File: src/rtl/seven_seg_scan_n.sv
// N-digit multiplexed seven-segment scanner with guard interval, PWM brightness,
// per-digit enable/blink and registered, glitch-free outputs.
module seven_seg_scan_n #(
    parameter int DIGITS       = 8,
    parameter int TICK_DIV     = 25000,
    parameter int GUARD        = 500,
    parameter int BRIGHT_W     = 4,
    parameter int BLINK_FRAMES = 250
) (
    input  logic                        clk,
    input  logic                        rst,
    input  logic [7*DIGITS-1:0]         seg_in,
    input  logic [DIGITS-1:0]           dp_in,
    input  logic [DIGITS-1:0]           en_in,
    input  logic [DIGITS-1:0]           blink_in,
    input  logic [BRIGHT_W-1:0]         brightness,
    output logic [DIGITS-1:0]           an,
    output logic [6:0]                  seg_out,
    output logic                        dp_out,
    output logic [$clog2(DIGITS)-1:0]   digit_idx,
    output logic                        frame_tick
);
    localparam int CW   = $clog2(TICK_DIV);
    localparam int DW   = $clog2(DIGITS);
    localparam int FW   = $clog2(BLINK_FRAMES + 1);
    localparam int ON_W = CW + BRIGHT_W + 1;

    logic [DIGITS-1:0][6:0] seg_arr;
    assign seg_arr = seg_in;

    logic [CW-1:0]       slot_cnt;
    logic [DW-1:0]       digit_cnt;
    logic [FW-1:0]       blink_cnt;
    logic                blink_phase;
    logic [BRIGHT_W-1:0] bright_q;
    logic [6:0]          seg_sh;
    logic                dp_sh, en_sh, blink_sh;

    logic slot_first, slot_last, digit_last, frame_first, frame_last;
    assign slot_first  = (slot_cnt == '0);
    assign slot_last   = (slot_cnt == CW'(TICK_DIV - 1));
    assign digit_last  = (digit_cnt == DW'(DIGITS - 1));
    assign frame_first = slot_first && (digit_cnt == '0);
    assign frame_last  = slot_last && digit_last;

    // Product is kept at full width so the duty fraction is exact before the shift.
    logic [ON_W-1:0] on_len, on_end, slot_ext;
    logic            in_on, lit;
    assign on_len   = (ON_W'(TICK_DIV - GUARD) * (ON_W'(bright_q) + ON_W'(1))) >> BRIGHT_W;
    assign on_end   = ON_W'(GUARD) + on_len;
    assign slot_ext = ON_W'(slot_cnt);
    assign in_on    = (slot_ext >= ON_W'(GUARD)) && (slot_ext < on_end);
    assign lit      = in_on && en_sh && !(blink_sh && blink_phase);

    always_ff @(posedge clk or posedge rst) begin
        if (rst) begin
            slot_cnt    <= '0;
            digit_cnt   <= '0;
            blink_cnt   <= '0;
            blink_phase <= 1'b0;
            bright_q    <= '0;
            seg_sh      <= '0;
            dp_sh       <= 1'b0;
            en_sh       <= 1'b0;
            blink_sh    <= 1'b0;
        end else begin
            slot_cnt <= slot_last ? '0 : slot_cnt + CW'(1);
            if (slot_last)
                digit_cnt <= digit_last ? '0 : digit_cnt + DW'(1);
            if (frame_last) begin
                if (blink_cnt == FW'(BLINK_FRAMES - 1)) begin
                    blink_cnt   <= '0;
                    blink_phase <= ~blink_phase;
                end else begin
                    blink_cnt <= blink_cnt + FW'(1);
                end
            end
            // Slot 0 is always guard time, so the shadow settles before it is used.
            if (slot_first) begin
                seg_sh   <= seg_arr[digit_cnt];
                dp_sh    <= dp_in[digit_cnt];
                en_sh    <= en_in[digit_cnt];
                blink_sh <= blink_in[digit_cnt];
            end
            if (frame_first)
                bright_q <= brightness;
        end
    end

    always_ff @(posedge clk or posedge rst) begin
        if (rst) begin
            an         <= '1;
            seg_out    <= 7'h7F;
            dp_out     <= 1'b1;
            digit_idx  <= '0;
            frame_tick <= 1'b0;
        end else begin
            an         <= lit ? ~(DIGITS'(1) << digit_cnt) : '1;
            seg_out    <= lit ? seg_sh : 7'h7F;
            dp_out     <= lit ? dp_sh : 1'b1;
            digit_idx  <= digit_cnt;
            frame_tick <= frame_first;
        end
    end
endmodule

File: config.mk
export PLATFORM = sky130hd
export DESIGN_NAME = seven_seg_scan_n
export DESIGN_NICKNAME = d
export VERILOG_FILES = /design/src/rtl/seven_seg_scan_n.sv
export SDC_FILE = /design/constraint.sdc
export NUM_CORES = 1
export LEC_CHECK = 0
export ABC_AREA = 0
export BUFFER_PORTS_ARGS = -buffer_cell sky130_fd_sc_hd__buf_4
export CORE_UTILIZATION = 60
export CTS_CLUSTER_SIZE = 14
export DETAILED_ROUTE_END_ITERATION = 8
export PLACE_DENSITY = 0.95
export SLEW_MARGIN = 10
export SYNTH_ARGS = -nofsm -noshare
export SYNTH_HDL_FRONTEND = slang
export SYNTH_SLANG_ARGS = --single-unit
File: constraint.sdc
create_clock -name clk -period 16.1 [get_ports clk]
set_input_delay 0 -clock clk [delete_from_list [all_inputs] [get_ports clk]]
set_output_delay 0 -clock clk [all_outputs]
set_load 0.005 [all_outputs]
==> impl_results.md <==
- Status: completed
- XOR/XNOR Fraction of Synth Area: 0.0632
- Setup Skew: 9.59 ps
- Clock Root Buffer: clkbuf_8
- Worst setup path startpoint: bright_q[0]
- Cts hold-fix bufs: 5
- Cell area power density: 112 nW/um2
- Worst Path Required: 16330 ps
- R2r setup slk: between 8000 and 9000 ps
- EDFF count, synth: 0
- Global Route Usage Sum: 0.346
- Fin. Hold Viols: 0
- DRT iter0 DRCs: 331
- Slew Limit Fails: 0
- Critical setup path kind: reg2reg
- Part of the cycle the worst path needs: 0.447
- Setup slack after layout: 8910 ps
- Max stage delay cell, worst path: dfrtp_1
- Post-CTS Resized: 0
- I/O pin cnt: 106
- Leakage power: 0.00301 uW
- Switching part of the total: 0.414
- Post-route setup TNS: 0 ps
- Fraction of registers with async set or reset after synthesis: 1.00
- Antenna-violating nets left: 0
- Global-route wire length before repair: 23100 um
- Reg-to-Reg Start: bright_q[0]
- Critical path arrival: between 7000 and 8000 ps
- Most frequent cells in the layout: 108 x buf_4, 63 x ha_1, 45 x dfrtp_1
- Combinational family with the most area after synthesis: adder cells
- Grt ovf: 0
- Via count: 4662
- Synth Area in Simple Gates: 0.159
- Synth area leader: dfrtp_1
- Slew @ Worst Pin: 946 ps
- Mapped Area: 5130 um2
- Adder-Cell Fraction of Synth Area: 0.208
- Post-Syn Area per Cell: 10.2 um2
- Place WS: 9020 ps
- Setup crit end kind: flop
- Clock power frac: 0.195
- Vias in the first global route: 4813
- Final nets: ~780
- Hold WC Path Type: in2reg
- Worst Reg-to-Reg Cells: 21
- Most used cell, CP: ha_1
- N_diodes: 0
- Minimum clock period: 7190 ps
- Largest net degree at the start of global routing: 62
- Startpoint types: flop
- Switching power: 289 uW
- Fillers: 485
- Avg Vias per Cell: 6.42
- Main synth FF type: dfrtp_1
- Share of power burned in registers: 0.225
- Register area: 1550 um2
- Setup-failing EPs final: 0
- Multiplexer area fraction after synthesis: 0.118
- Logic pwr share: 0.580
- Hold wc startpoint: en_in[7]
- Yosys Warn Count: 0
- Die span in x: 94.5 um
- TritonCTS buffer count: 9
- Max-cap violations: 0
- Most common cell after layout, fill and taps aside: buf_4
- Peak VDD IR: slightly below 0.00006 V
- Routability Congestion: between 0.9 and 1
- Compound-gate portion of the synthesized area: 0.107
- Unrepaired setup endpoints after global routing: no
- Drt first pass iters: 5
- Fmax: 139 MHz
- Hold worst-path end: en_sh
- Slew margin rel.: 0.369
- DRC Markers: 0
- Reg-to-Reg End: an[2]
- Area Overhead vs Synth: 22.0%
- H-tree levels: 3
- Buffers on Ports: ~110
- Initial core utilization: 0.621
- CTS tree: yes
- Worst-path clk slew: 70 ps
- Post-synth top area share: 0.219
- CP max FO: 16
- Clock Tree Buf Depth: 2
- Hold depth: 4
- Clk_lat worst skew: about 340 ps
- Core Rows: 33
- Drt wl/cell: about 20 um
- Top post-synthesis cells by area: dfrtp_1 22%, ha_1 15%, mux4_2 8.8%
- Synthesized flop and latch total: 61
- P_int: 409 uW
- Antenna violations before repair: 0
- Cells along the critical path: nand3_1 > xnor2_1 > ha_1 > xor2_1 > ha_1 > fa_1 > ha_1 > a21o_1 > a2bb2oi_1 > a2bb2oi_1 > or4_1 > o311a_1 > nand3_1 > xor2_1 > ha_1 > a21oi_1 > o211ai_1 > o31ai_1 > and4bb_2 > mux2i_4 > nand4_1
- DIE AREA: 8930 um2
- Post-Route WL: 14800 um
- Footprint of the multi-input gates: 3360 um2
- Clock sink total: 61
- Cells after synthesis: ~500
- Worst path max stage delay: 700 ps
- Die height: 94.5 um
- Setup repair bufs after CTS: 0
- Detail Placement HPWL: 11100 um
- Core area: between 8000 and 9000 um2
- Net Count, Synth: 666
- Layout cells sized above 1: 0.277
- Seq/Total Area, Yosys: 0.301
- Post-synth cell types: 63
-- through the flow --
step            util  std cells  instance area (um2)  hold WS [ps]  total power [uW]
2_1_floorplan      -        503                 5130           117               459
3_3_place_gp   0.729        705                 6020           216               529
3_5_place_dp   0.729        705                 6020           232               552
4_1_cts        0.758        726                 6260           170               689
5_1_grt        0.758        726                 6260           189               744
6_report       0.758        726                 6260           172               698
-- layer usage --
| metal | GRT usage | vias to the layer above | part of all wire |
|---|---|---|---|
| met3 | 0.0620 | 75 | 0.061 |
| met4 | 0.217 | 0 | 0.061 |
| met5 | 0 | - | 0 |
| li1 | - | 2040 | - |
| met2 | 0.636 | 271 | 0.54 |
| met1 | 0.364 | 2276 | 0.34 |
-- cells by family after synthesis --
kind of cell / count (synthesis)
compound gates: 85
xor+xnor: 37
fa+ha+maj: 77
buf+inv: 55
flops: 61
mux: 34
simple gates: 154
-- worst max-delay path, delay by kind of cell (launching register included) --
family,cells,cell delay [ps]
AO/OA/AOI/OAI,7,1740
XOR/XNOR,3,1000
adder cells (fa/ha/maj),5,1920
multiplexers,1,390
AND/OR/NAND/NOR,5,1310
flip-flops,1,700
-- area by class of cell --
class | instances | share of cell area
clock inverter | 5 | 0.00800
clock buffer | 11 | 0.0226
inverter | 44 | 0.0264
tap | 105 | 0.0210
sequential | 61 | 0.247
multi-input combinational | 387 | 0.537
timing repair buffer | 113 | 0.138
-- flip-flops by register name, summed over array words and instances, names as in the netlist --
signal / flops
slot_cnt: 15
an: 8
blink_cnt: 8
seg_out: 7
seg_sh: 7
bright_q: 4
digit_cnt: 3
digit_idx: 3
blink_phase: 1
blink_sh: 1
dp_out: 1
dp_sh: 1
en_sh: 1
frame_tick: 1
-- worst max-delay path by stage --
stage,endpoint,depth (start not counted),slack (ps)
finish,an[2],21,8910
global route,an[2],23,8540
CTS,an[2],21,9020
detailed placement,an[1],21,9020
global placement,an[0],21,9420
floorplan,an[7],24,9820
-- power groups by stage --
stage / clock (uW) / sequential [uW] / combinational, uW
floorplan: 0 / 159 / 300
global route: 143 / 157 / 444
finish: 136 / 157 / 405
CTS: 136 / 157 / 396
detailed placement: 0 / 160 / 392
global placement: 0 / 160 / 369
-- Yosys cell counts, types with 4 or more instances --
cell type	instances
a21o_1	8
o21a_1	4
clkbuf_1	5
nand2b_1	4
xor2_1	17
mux2i_1	11
dfrtp_1	45
nor2_1	35
dfstp_2	16
ha_1	63
nor3_1	5
nand3_1	14
nor2b_1	5
and3_1	5
inv_1	43
nand2_1	41
o21ai_0	24
a21oi_1	21
nand4_1	15
fa_1	14
mux4_2	20
xnor2_1	20
or3_1	6
No activity file was read; power rests on OpenSTA's default activity.
